$ cat config.mk
export PLATFORM = sky130hd
export DESIGN_NAME = sccb_init_seq
export DESIGN_NICKNAME = d
export VERILOG_FILES = /design/src/rtl/sccb_init_seq.sv
export SDC_FILE = /design/constraint.sdc
export NUM_CORES = 1
export LEC_CHECK = 0
export CELL_PAD_IN_SITES_DETAIL_PLACEMENT = 0
export CELL_PAD_IN_SITES_GLOBAL_PLACEMENT = 2
export CORE_ASPECT_RATIO = 0.9
export CORE_UTILIZATION = 33
export DETAILED_ROUTE_END_ITERATION = 8
export PLACE_DENSITY_LB_ADDON = 0.1
export REMOVE_ABC_BUFFERS = 1
export SYNTH_ARGS = -nofsm -noshare
export SYNTH_HDL_FRONTEND = slang
export SYNTH_SLANG_ARGS = --single-unit
$ cat constraint.sdc
create_clock -name sccb_clk -period 6.1 [get_ports sccb_clk]
set_input_delay 1.22 -clock sccb_clk [delete_from_list [all_inputs] [get_ports sccb_clk]]
set_output_delay 1.22 -clock sccb_clk [all_outputs]
set_load 0.01 [all_outputs]
$ cat src/rtl/sccb_init_seq.sv
// rtl/sccb_init_seq.sv - camera register-init sequencer driving the SCCB bridge command bus
// Optional readback verify of every write is enabled by defining SCCB_VERIFY_EN.
module sccb_init_seq #(
    parameter logic [6:0]  DEV_ID     = 7'h21,
    parameter int          TBL_AW     = 8,
    parameter logic [15:0] DELAY_UNIT = 16'd1000,
    parameter logic [19:0] TIMEOUT    = 20'hFFFFF
) (
    input  logic              sccb_clk,
    input  logic              sccb_reset,
    input  logic              start,
    output logic [TBL_AW-1:0] tbl_addr,
    input  logic [17:0]       tbl_data,
    output logic [2:0]        mcmd,
    output logic [14:0]       maddr,
    output logic [7:0]        mdata,
    input  logic              scmdaccept,
    input  logic [1:0]        sresp,
    input  logic [7:0]        sdata,
    output logic              busy,
    output logic              done,
    output logic              error,
    output logic [TBL_AW-1:0] err_idx,
    output logic [TBL_AW-1:0] wr_count
);

    typedef enum logic [3:0] {
        S_IDLE, S_FETCH, S_DECODE, S_DELAY, S_ISSUE, S_WAIT_DONE,
`ifdef SCCB_VERIFY_EN
        S_V_ISSUE, S_V_WAIT,
`endif
        S_DONE, S_ERROR
    } state_t;

    localparam logic [TBL_AW-1:0] IDX_ONE  = TBL_AW'(1);
    localparam logic [19:0]       TMO_LAST = TIMEOUT - 20'd1;

    state_t       state, state_n;
    logic [19:0]  tmo_cnt;
    logic [23:0]  dly_cnt;
    logic         advance, wr_inc, err_hit, run_start, last_entry;
    logic [1:0]   op;
    logic [7:0]   reg_a, val_b;

    assign op         = tbl_data[17:16];
    assign reg_a      = tbl_data[15:8];
    assign val_b      = tbl_data[7:0];
    assign last_entry = &tbl_addr;
    assign busy       = !(state == S_IDLE || state == S_DONE || state == S_ERROR);
    assign run_start  = !busy && start;

`ifdef SCCB_VERIFY_EN
    logic       got_dva, rd_ok;
    logic [7:0] rd_byte, rd_val;

    // DVA may land on the same cycle the bridge re-idles, so look at it combinationally too
    assign rd_ok  = got_dva || (sresp == 2'b01);
    assign rd_val = (sresp == 2'b01) ? sdata : rd_byte;

    always_ff @(posedge sccb_clk) begin
        if (sccb_reset) begin
            got_dva <= 1'b0;
            rd_byte <= '0;
        end else if (state == S_V_ISSUE) begin
            got_dva <= 1'b0;
        end else if (state == S_V_WAIT && sresp == 2'b01) begin
            got_dva <= 1'b1;
            rd_byte <= sdata;
        end
    end
`else
    logic unused_rd;
    assign unused_rd = ^{sresp, sdata};
`endif

    always_comb begin
        state_n = state;
        advance = 1'b0;
        wr_inc  = 1'b0;
        err_hit = 1'b0;
        mcmd    = 3'b000;
        case (state)
            S_IDLE, S_DONE, S_ERROR: if (start) state_n = S_FETCH;
            S_FETCH:  state_n = S_DECODE;
            S_DECODE: begin
                case (op)
                    2'b00:   state_n = S_ISSUE;
                    2'b01:   if (val_b != 8'd0) state_n = S_DELAY; else advance = 1'b1;
                    2'b10:   advance = 1'b1;
                    default: state_n = S_DONE;
                endcase
            end
            S_DELAY:  if (dly_cnt == 24'd0) advance = 1'b1;
            S_ISSUE: begin
                mcmd = 3'b001;
                if (!scmdaccept) state_n = S_WAIT_DONE;
                else if (tmo_cnt == TMO_LAST) err_hit = 1'b1;
            end
            S_WAIT_DONE: begin
                if (scmdaccept) begin
`ifdef SCCB_VERIFY_EN
                    state_n = S_V_ISSUE;
`else
                    wr_inc  = 1'b1;
                    advance = 1'b1;
`endif
                end else if (tmo_cnt == TMO_LAST) err_hit = 1'b1;
            end
`ifdef SCCB_VERIFY_EN
            S_V_ISSUE: begin
                mcmd = 3'b010;
                if (!scmdaccept) state_n = S_V_WAIT;
                else if (tmo_cnt == TMO_LAST) err_hit = 1'b1;
            end
            S_V_WAIT: begin
                if (scmdaccept) begin
                    if (rd_ok && rd_val == mdata) begin
                        wr_inc  = 1'b1;
                        advance = 1'b1;
                    end else err_hit = 1'b1;
                end else if (tmo_cnt == TMO_LAST) err_hit = 1'b1;
            end
`endif
            default: state_n = S_IDLE;
        endcase
        if (advance) state_n = last_entry ? S_DONE : S_FETCH;
        if (err_hit) state_n = S_ERROR;
    end

    always_ff @(posedge sccb_clk) begin
        if (sccb_reset) begin
            state    <= S_IDLE;
            tbl_addr <= '0;
            maddr    <= '0;
            mdata    <= '0;
            done     <= 1'b0;
            error    <= 1'b0;
            err_idx  <= '0;
            wr_count <= '0;
            tmo_cnt  <= '0;
            dly_cnt  <= '0;
        end else begin
            state   <= state_n;
            // every phase change restarts the handshake timeout
            tmo_cnt <= (state_n != state) ? 20'd0 : tmo_cnt + 20'd1;
            if (run_start) begin
                tbl_addr <= '0;
                done     <= 1'b0;
                error    <= 1'b0;
                wr_count <= '0;
            end
            if (state == S_DECODE) begin
                dly_cnt <= ({16'd0, val_b} * {8'd0, DELAY_UNIT}) - 24'd1;
                if (op == 2'b00) begin
                    maddr <= {DEV_ID, reg_a};
                    mdata <= val_b;
                end
            end else if (state == S_DELAY) begin
                dly_cnt <= dly_cnt - 24'd1;
            end
            if (advance && !last_entry) tbl_addr <= tbl_addr + IDX_ONE;
            if (wr_inc) wr_count <= wr_count + IDX_ONE;
            if (busy && state_n == S_DONE) done <= 1'b1;
            if (err_hit) begin
                error   <= 1'b1;
                err_idx <= tbl_addr;
            end
        end
    end

endmodule

Yosys cells after proc, flatten, opt, wreduce, memory -nomap -nowiden. Cells that the tools add are included.

$add $sub $neg: 5. $mul: 1. Equality and inequality tests: 12. Multiplexer cells: 27. Reductions and logical operators: 21.

Operators with widths (count): $mux W24 (2); $logic_not A24 Y1 (1); $mux W8 (3); $sub A24 B1 Y24 const B (1); $add A20 B1 Y20 const B (1); $eq A20 B20 Y1 const B (1); $eq A4 B3 Y1 const B (5); $mux W4 (5); $pmux W4 S5 (1); $sub A18 B1 Y19 const B (1); $add A8 B1 Y8 const B (2); $mul A8 B7 Y15 const B (1); $pmux W4 S3 (1); $mux W1 (11); $reduce_bool A2 Y1 (5); $eq A4 B2 Y1 const B (2); $reduce_and A8 Y1 (1); $reduce_bool A8 Y1 (1); $eq A4 B1 Y1 const B (1); $logic_not A4 Y1 (1); $ne A4 B4 Y1 (1); $pmux W1 S2 (2); $reduce_or A2 Y1 (2); $logic_and A1 B1 Y1 (3); other kinds (9) (11).

Bits in registers: 91. Output and inout bits: 53. Word-level logic and storage cells: 76.

Logic depth before layout (Yosys ltp). Gate-level depths: netlist of the first run.

Word-level depth: 9. Gate-level depth with buffers: 17.

Worst setup path before layout of the first run. No wires, ideal clock.

Kind: input to register. Start: input tbl_data[1]. End: register dly_cnt[21]. Library setup time: 0.091 ns. Arrival time: 5.552 ns. Required time: 6.009 ns. Setup slack: 0.457 ns. Cell stages on the path: 15. Buffers on the path: 1. Cells stage by stage: fa_1 inv_1 fa_1 fa_1 fa_1 inv_1 ha_1 a21o_1 a31oi_1 a211oi_1 a311oi_2 o221ai_1 or4_1 clkbuf_1 a311oi_1.

Word-level cells in the longest chain between the ends: 3.

Ends and longest elaborated chain: start, declared (RTL line 13) `input logic [17:0] tbl_data,`; $mul A8 B7 Y15 (RTL line 153) `dly_cnt <= ({16'd0, val_b} * {8'd0, DELAY_UNIT}) - 24'd1;`; $sub A18 B1 Y19 (RTL line 153); $mux W24 (RTL line 152) `if (state == S_DECODE) begin`; end signal, assigned (RTL line 153); end signal, assigned (RTL line 159) `dly_cnt <= dly_cnt - 24'd1;`; end, declared (RTL line 40) `logic [23:0] dly_cnt;`.

Every way passes these cells. A chain may end at the register's enable or synchronous reset.

Final worst setup path of the first run. Same ends and word-level chain as after synthesis.

==> metrics, run 1 <==
PostCTS Resize Cnt 0; # hold bufs at CTS 0; nets@finish roughly 930; core area about 0.018 sq mm; RD Place Congestion 0.7740; WP data required between 6 and 7 ns; top cells by count, synth 91 x dfxtp_1, 88 x nand2_1, 61 x a21oi_1, 61 x nor2_1, 52 x ha_1; Pleak 2.892 nW; Initial Util 34.19%; Slew @ Worst Pin about 0.87 ns; DR top layer met4; Via density approximately 5.0; FMAX ~170 MHz; initial antenna violation count 0; async set-or-reset flop fraction in the synthesized netlist 0%; Max stage delay on crit path about 0.56 ns; vias in the first global route 5235; RSZ-0062 raised after global routing false; Reg2Reg Launch Point state[1]; all-layer global routing usage 17.01%; Clock Path Buffers 2; CP Data Arrival Time a little over 6 ns; total grt overflow 0; Yosys warnings 0; area leader, netlist dfxtp_1; footprint of the multi-input gates about 0.0040 sq mm; maximum vdd drop 0.0001389 V; slowest CP cell fa_1; Mapped Area 0.006100 sq mm; # rows 46; post-synth cell types 60; Avg Inst Size Synth between 8 and 9 sq um; area grow syn2layout 23.65%; Clock Latency Late Sink around 0.35 ns; Startpoint Class input pin; PortBufs 67; share of cells above drive strength 1 12.20%; top-count cell post-synth dfxtp_1; clk root buf clkbuf_16; H-tree levels 3; Clock Skew 0.007248 ns; status finished clean; min-delay src err_idx[2]; Finish-stage setup viols 0; first-pass GRT wire length 26050 um; CTS clock-pin slew for the worst setup and hold paths 0.07 ns; Worst slew margin approximately two fifths; setup TNS 0 ns; Min Clock Period, post-route about 5.9 ns; largest net degree at the start of global routing 42; WL met3 637 um; share of the synthesized area in the top cell type about 30%; post-route clock period utilization 96.66%; sequential area share after synthesis 29.87%; Hold Vio Cnt, Final 0; Post-synth EDFFs 0; Final Slew Violations 0; R2R depth 9; wl on met1 about 7600 um; FF+latch count, synth 91; DP Cell Count between 1000 and 1500; die footprint 0.01903 sq mm; Max FO, Critical Path 6; # Max-Cap Violations 0; Chip Width 145.3 um; worst hold stages 2; Critical Path End Type flip-flop; total number of vias 5297; I/O pin count 85; wire length on met2 about 7000 um; register area 0.001822 sq mm; overall power ~2.2 mW; worst r2r dst tmo_cnt[9]; ys flop type dfxtp_1; Synth Instances 733; Die Height between 100 and 150 um; hpwl dp 11800 um; hold_ws 0.4545 ns; WS Path Type in2reg; antenna cells 0; type of the worst min-delay path reg2reg; P per Cell Area 290.6 mW/mm^2; # fillers 1826; DRT Pass-1 Iters 4; fin cells 1068; critical path's most frequent cell fa_1; DR iter-0 viols 224; wire per inst 14.40 um; Post-CTS Setup Inserts 0; CTS tree done; CTS Buf Count 9; drt drc 0; synth top area cells dfxtp_1 30%, ha_1 11%, fa_1 6.9%, nand2_1 5.4%, a21oi_1 5.0%; WL final 15380 um; clock sinks 91; register-to-register setup slack 2.90 ns; crit-path cells clkdlybuf4s50_1 -> fa_1 -> inv_1 -> fa_1 -> fa_1 -> fa_1 -> inv_1 -> ha_1 -> a21o_1 -> a31oi_1 -> a211oi_1 -> a311oi_2 -> o221ai_1 -> or4_1 -> buf_4 -> a311oi_1; Worst Hold Endpoint err_idx[2]; post-route antenna net violation count 0
report_power, final:
part | total [mW] | switching, mW | leakage, nW | internal [mW]
registers | 0.604 | 0.00546 | 0.734 | 0.598
clock network | 0.577 | 0.255 | 0.140 | 0.322
logic | 1.01 | 0.527 | 2.02 | 0.484
stage by stage:
step	setup slack (ns)	util [%]	cell area, sq um
after detailed placement	-0.2049	40.49	7224
after floorplan	0.4824	-	5938
final	0.2038	42.27	7542
after CTS	0.1444	42.17	7525
after global placement	-0.1995	40.49	7224
after global routing	0.001343	42.27	7542
sequential cells by signal, indices dropped and copies added (netlist names):
register,count
dly_cnt,24
tmo_cnt,20
maddr,9
err_idx,8
mdata,8
tbl_addr,8
wr_count,8
state,4
done,1
error,1
kinds of logic (layout without fill, tap and decap cells):
kind of cell | after synthesis | count (layout) | synth area share (%)
AO/OA/AOI/OAI | 143 | 143 | 14.46
XOR/XNOR | 51 | 51 | 7.692
adder cells (fa/ha/maj) | 73 | 73 | 17.56
buffers and inverters | 85 | 173 | 6.031
flip-flops | 91 | 91 | 29.87
multiplexers | 1 | 1 | 0.1846
other | 1 | 8 | 0.06148
AND/OR/NAND/NOR | 288 | 288 | 24.14
routing by layer:
metal / up-vias / GRT usage [%]
li1: 2691 / -
met1: 2504 / 22.22
met2: 93 / 28.70
met3: 9 / 3.889
met4: 0 / 3.901
met5: - / 0
worst max-delay path, delay by kind of cell:
kind / cells / cell delay (ns)
AO/OA/AOI/OAI: 6 / 1.30
adder cells (fa/ha/maj): 5 / 2.34
buffers and inverters: 4 / 0.76
AND/OR/NAND/NOR: 1 / 0.53
worst max path at each step:
stage | start | endpoint | slack [ns] | depth (start not counted)
after global routing | tbl_data[1] | dly_cnt[21] | 0.001 | 16
after global placement | tbl_data[1] | dly_cnt[21] | -0.20 | 16
after CTS | tbl_data[1] | dly_cnt[21] | 0.14 | 16
after floorplan | tbl_data[1] | dly_cnt[21] | 0.48 | 14
after detailed placement | tbl_data[1] | dly_cnt[21] | -0.20 | 16
final | tbl_data[1] | dly_cnt[21] | 0.20 | 16
layout by cell type (no fill, tap or decap), types with 7 or more instances in the layout:
cell type and n:
dfxtp_1 91, nand2_1 88, clkdlybuf4s50_1 66, nor2_1 61, a21oi_1 61, ha_1 52
inv_1 48, buf_4 42, nand3_1 28, o21ai_0 27, xor2_1 24, xnor2_1 24
fa_1 21, nor2_2 20, nor3_1 17, a211oi_1 13, nor3b_1 10, and3_1 9
clkbuf_16 9, conb_1 8, nor4_1 7, or3_1 7
layout make-up:
class                           count  share of cell area [%]
Inverter                           48                   2.389
Multi-Input combinational cell    564                   52.49
Tap cell                          240                   3.981
Clock inverter                      6                  0.9456
Clock buffer                       10                   3.036
Timing Repair Buffer              109                   13.01
Sequential cell                    91                   24.15
(Power assumes the default switching activity.)
==> run 2: changes to the inputs <==
==> constraint.sdc (replaced) <==
create_clock -name sccb_clk -period 5.5 [get_ports sccb_clk]
set_input_delay 1.1 -clock sccb_clk [delete_from_list [all_inputs] [get_ports sccb_clk]]
set_output_delay 1.1 -clock sccb_clk [all_outputs]
set_load 0.01 [all_outputs]
==> run 2 against run 1 <==
Effect of this change:
- first-iteration DRC count increased by 8.9%
- largest power group unchanged
- critical path depth unchanged
- register-to-register slack got worse by 1.1 ns
==> metrics, run 2 (same netlist as run 1, synthesis figures left out) <==
status finished clean; CTS tree done; WS Path Type in2reg; vias in the first global route 5318; P per Cell Area 360.2 mW/mm^2; clock sinks 91; type of the worst min-delay path reg2reg; Min Clock Period, post-route 5.422 ns; biggest regs dly_cnt (24), tmo_cnt (20), maddr (9); Worst slew margin about 29%; commonest cells after routing, fill and taps aside 91 x dfxtp_1, 87 x nand2_1, 62 x buf_4; largest net degree at the start of global routing 46; drt drc 0; max reg flops 24; WL final 15970 um; post-route clock period utilization 98.58%; Hold Vio Cnt, Final 0; critical path's most frequent cell fa_1; total number of vias 5422; Top delay family on crit path adder cells; DR iter-0 viols between 200 and 250; Startpoint Class input pin; Clock Path Buffers 2; Chip Width 145.3 um; hold_ws 0.4506 ns; wire per inst 14.68 um; # rows 46; # hold bufs at CTS 0; clk root buf clkbuf_16; overall power roughly 2.8 mW; Die Height 131.0 um; RD Place Congestion 0.7768; crit path buf inv count 5; nets@finish 948; area grow syn2layout 29.44%; footprint of the multi-input gates 0.004150 sq mm; Clock Latency Late Sink 0.35 ns; RSZ-0062 raised after global routing true; Most flops, register dly_cnt; Max FO, Critical Path 6; # Max-Cap Violations 0; antenna cells 0; hpwl dp 11910 um; commonest non-fill, non-tap cell in the layout dfxtp_1; slowest CP cell or4_4; CTS Buf Count 9; Initial Util about 34%; Max stage delay on crit path 0.62 ns; CTS clock-pin slew for the worst setup and hold paths around 0.07 ns; die footprint 0.01903 sq mm; Finish-stage setup viols 0; total grt overflow 0; first-pass GRT wire length 26120 um; H-tree levels 3; Finished Cell Area 0.007895 sq mm; FMAX 184.4 MHz; CP Data Arrival Time 5.69 ns; # fillers ~1800; WP data required about 5.8 ns; initial antenna violation count 0; Pleak 3.038 nW; share of cells above drive strength 1 17.45%; Slew @ Worst Pin about 1.1 ns; Clock Skew 0.007675 ns; all-layer global routing usage 17.11%; Placed Area between 0.007 and 0.008 sq mm; register area 0.001822 sq mm; I/O pin count 85; core area between 0.015 and 0.02 sq mm; setup TNS 0 ns; maximum vdd drop 0.0002416 V; Critical Path End Type flip-flop; DRT Pass-1 Iters 4; PortBufs 67; post-route antenna net violation count 0; Via density 4.983; Final Slew Violations 0; crit-path cells clkdlybuf4s50_1 -> inv_1 -> buf_4 -> fa_1 -> inv_1 -> fa_1 -> fa_1 -> ha_1 -> ha_1 -> buf_4 -> nand3_1 -> o21ai_0 -> a311oi_4 -> o221ai_2 -> or4_4 -> a311oi_2
## run 2: worst paths after layout
check / startpoint / to / slack (ns) / cells after the start
worst max-delay path: tbl_data[4] / dly_cnt[21] / 0.08 / 16
worst min-delay path: err_idx[0] / err_idx[0] / 0.45 / 2
worst max register to register: state[0] / tmo_cnt[2] / 1.77 / 8
worst min register to register: err_idx[0] / err_idx[0] / 0.45 / 2
## run 2: through the flow
| step | worst slack [ns] | instances | utilization, % |
|---|---|---|---|
| floorplan | 0.002410 | 703 | - |
| global placement | -0.7169 | 1066 | 41.08 |
| detailed placement | -0.7724 | 1066 | 41.08 |
| CTS | 0.009460 | 1086 | 43.58 |
| global route | -0.04249 | 1088 | 44.25 |
| finish | 0.07797 | 1088 | 44.25 |
## run 2: timing repair
item                       CTS  global route
setup endpoints to repair   11             9
gates resized for setup     23            20
pin swaps                   14             8
buffers inserted             4             2
## run 2: final cells by class
cell class                      count  share of cell area, %
Clock buffer                        9                  2.853
Clock inverter                      7                  1.173
Inverter                           48                  2.282
Multi-Input combinational cell    564                  52.57
Sequential cell                    91                  23.07
Tap cell                          240                  3.803
Timing Repair Buffer              129                  14.25
## run 2: per-layer routing
metal	vias to the layer above	GRT usage [%]	share of wire [%]	wire length, um
li1	2729	-	-	-
met5	-	0	0	0
met1	2563	22.00	47	7557
met2	118	28.96	47	7446
met3	12	3.715	4.8	760
met4	0	5.139	1.3	208
## run 2: where the power goes
part	internal (mW)	switching, mW
sequential	0.664	0.00929
clock	0.365	0.298
combinational	0.759	0.749
total	1.79	1.06
## run 2: worst register-to-register path: stages (launching register included)
cell,delay (ns)
dfxtp_1,1.01
xor2_1,0.22
nand3_1,0.19
nor4_1,0.38
and3_1,0.49
a211o_1,0.25
xnor2_2,0.13
nand4_2,0.67
nor2_2,0.31
==> run 3: changes to the inputs <==
--- a/config.mk
+++ b/config.mk
@@ -9,9 +9,10 @@
 export CELL_PAD_IN_SITES_GLOBAL_PLACEMENT = 2
 export CORE_ASPECT_RATIO = 0.9
 export CORE_UTILIZATION = 33
+export CTS_CLUSTER_SIZE = 10
 export DETAILED_ROUTE_END_ITERATION = 8
 export PLACE_DENSITY_LB_ADDON = 0.1
-export REMOVE_ABC_BUFFERS = 1
+export SKIP_CTS_REPAIR_TIMING = 1
 export SYNTH_ARGS = -nofsm -noshare
 export SYNTH_HDL_FRONTEND = slang
 export SYNTH_SLANG_ARGS = --single-unit
==> run 3 against run 2 <==
Effect of this change:
- cell count down 0.18%
- wire length down 4.9%
- global-route usage down 1.1 points
- critical path type unchanged
- largest cell class unchanged
- largest power group unchanged
- highest routed layer unchanged
==> metrics, run 3 (same netlist as run 1, synthesis figures left out) <==
commonest cells after routing, fill and taps aside 91 x dfxtp_1, 88 x nand2_1, 61 x nor2_1; biggest regs dly_cnt (24), tmo_cnt (20), maddr (9); switching power 0.9794 mW; wire per inst 13.99 um; fin cells 1086; internal cell power between 1.5 and 2 mW; total number of vias 5300; clock power share 21.9%; slowest CP cell fa_1; min-delay src err_idx[2]; share of cells above drive strength 1 16.67%; CP Data Arrival Time 5.63 ns; Comb power frac 53.1%; Clock Path Buffers 2; CTS tree done; Finished Cell Area 0.007789 sq mm; Most flops, register dly_cnt; P per Cell Area roughly 340 mW/mm^2; type of the worst min-delay path reg2reg; nets@finish 946; DR iter-0 viols 238; R2R depth 9; status finished clean; critical path's most frequent cell fa_1; Hold Vio Cnt, Final 0; antenna cells 0; DRT Pass-1 Iters 5; Reg2Reg Launch Point state[1]; first-pass GRT wire length between 20000 and 25000 um; core area about 0.018 sq mm; Die Height between 100 and 150 um; Final Slew Violations 0; H-tree levels 3; worst hold stages 2; register-to-register setup slack about 1.9 ns; CP startpoint tbl_data[1]; crit-path cells clkbuf_2 -> fa_1 -> inv_1 -> fa_1 -> fa_1 -> fa_1 -> inv_1 -> ha_4 -> a21o_1 -> a31oi_4 -> buf_4 -> a211oi_4 -> buf_4 -> o41ai_2 -> xnor2_2 -> or4_4 -> a311oi_2; hpwl dp about 11000 um; post-route clock period utilization 97.42%; CTS clock-pin slew for the worst setup and hold paths 0.07 ns; clk root buf clkbuf_16; Clock Latency Late Sink between 0.3 and 0.4 ns; all-layer global routing usage 16.06%; largest net degree at the start of global routing 50; Max stage delay on crit path ~0.54 ns; power share of the sequential group between 20% and 30%; Slew @ Worst Pin about 0.86 ns; DP Cell Count 1065; max reg flops 24; area grow syn2layout 27.69%; Clock Skew 0.01365 ns; vias in the first global route 4943; total grt overflow 0; Placed Area 0.007328 sq mm; Via density 4.880; # Max-Cap Violations 0; Min Clock Period, post-route 5.358 ns; Chip Width roughly 150 um; post-route antenna net violation count 0; Critical Path End Type flip-flop; Top delay family on crit path adder cells; WL final roughly 15000 um; RD Place Congestion 0.8104; Startpoint Class input pin; initial antenna violation count 0; drt drc 0; # rows 46; Sw Ratio 36.48%; clock sinks 91; PortBufs 67; WS Path Type in2reg; Max FO, Critical Path 6; maximum vdd drop around 0.00025 V; commonest non-fill, non-tap cell in the layout dfxtp_1; WP data required 5.77 ns; FMAX 186.6 MHz; worst r2r dst tmo_cnt[4]; crit path buf inv count 5; Pleak between 3 and 4 nW; CTS Buf Count 9; Worst Hold Endpoint err_idx[2]; I/O pin count 85; Initial Util roughly 34%; Finish-stage setup viols 0; die footprint 0.01903 sq mm; Worst slew margin 42.08%
[run 3: cell count changes in the layout (fill, tap and decap cells not counted), sizes merged]
cell | before | now
buf | 63 | 61
bufinv | 1 | 0
clkinvlp | 0 | 3
dlymetal6s2s | 0 | 4
clkbuf | 9 | 11
clkinv | 3 | 2
clkdlybuf4s50 | 61 | 60
inv | 51 | 50
dlygate4sd2 | 5 | 0
[run 3: worst max path at each step]
stage	cells past startpoint	slack [ns]	to
floorplan	15	0.02	dly_cnt[21]
detailed placement	15	-0.82	dly_cnt[21]
finish	17	0.14	dly_cnt[21]
global placement	15	-0.71	dly_cnt[21]
CTS	15	-0.44	dly_cnt[21]
global route	17	-0.04	dly_cnt[21]
[run 3: metrics by stage]
stage | util [%] | setup WS, ns | TNS, ns | hold slack (ns) | power, mW
after CTS | 42.62 | -0.4400 | -3.189 | 0.4539 | 2.519
after floorplan | - | 0.01804 | 0 | 0.4391 | 1.398
after global routing | 43.65 | -0.04162 | -0.04162 | 0.4697 | 2.889
after global placement | 41.07 | -0.7128 | -6.597 | 0.4419 | 1.900
final | 43.65 | 0.1420 | 0 | 0.4495 | 2.685
after detailed placement | 41.07 | -0.8187 | -7.570 | 0.4438 | 1.912
[run 3: power by group through the flow]
stage | Clock, mW | Sequential [mW] | Combinational, mW
after floorplan | 0 | 0.683 | 0.715
after global placement | 0 | 0.686 | 1.21
after detailed placement | 0 | 0.686 | 1.23
after CTS | 0.613 | 0.671 | 1.24
after global routing | 0.639 | 0.672 | 1.58
final | 0.588 | 0.671 | 1.43
[run 3: per-layer routing]
metal  vias up  GRT usage (%)  wire [um]
met1      2456          22.22       7744
met2       102          24.55       6489
li1       2729              -          -
met4         0          3.653        143
met3        13          4.792        816
met5         -              0          0
[run 3: area by class of cell]
type	count	area (sq um)
inverter	48	180.2
fill	1786	10050
multi-input combinational	564	4095
tap	240	300.3
timing repair buffer	127	1116
clock buffer	9	225.2
clock inverter	7	50.05
sequential	91	1822
[run 3: worst reg2reg max path: stages (launching register included)]
cell     delay, ns
dfxtp_1       0.58
nor3b_2       0.24
buf_4         0.28
nand4_1       0.20
nor4_4        0.48
o21ai_1       0.37
o311a_2       0.30
xnor2_2       0.15
nand4_2       0.67
nor2_2        0.31
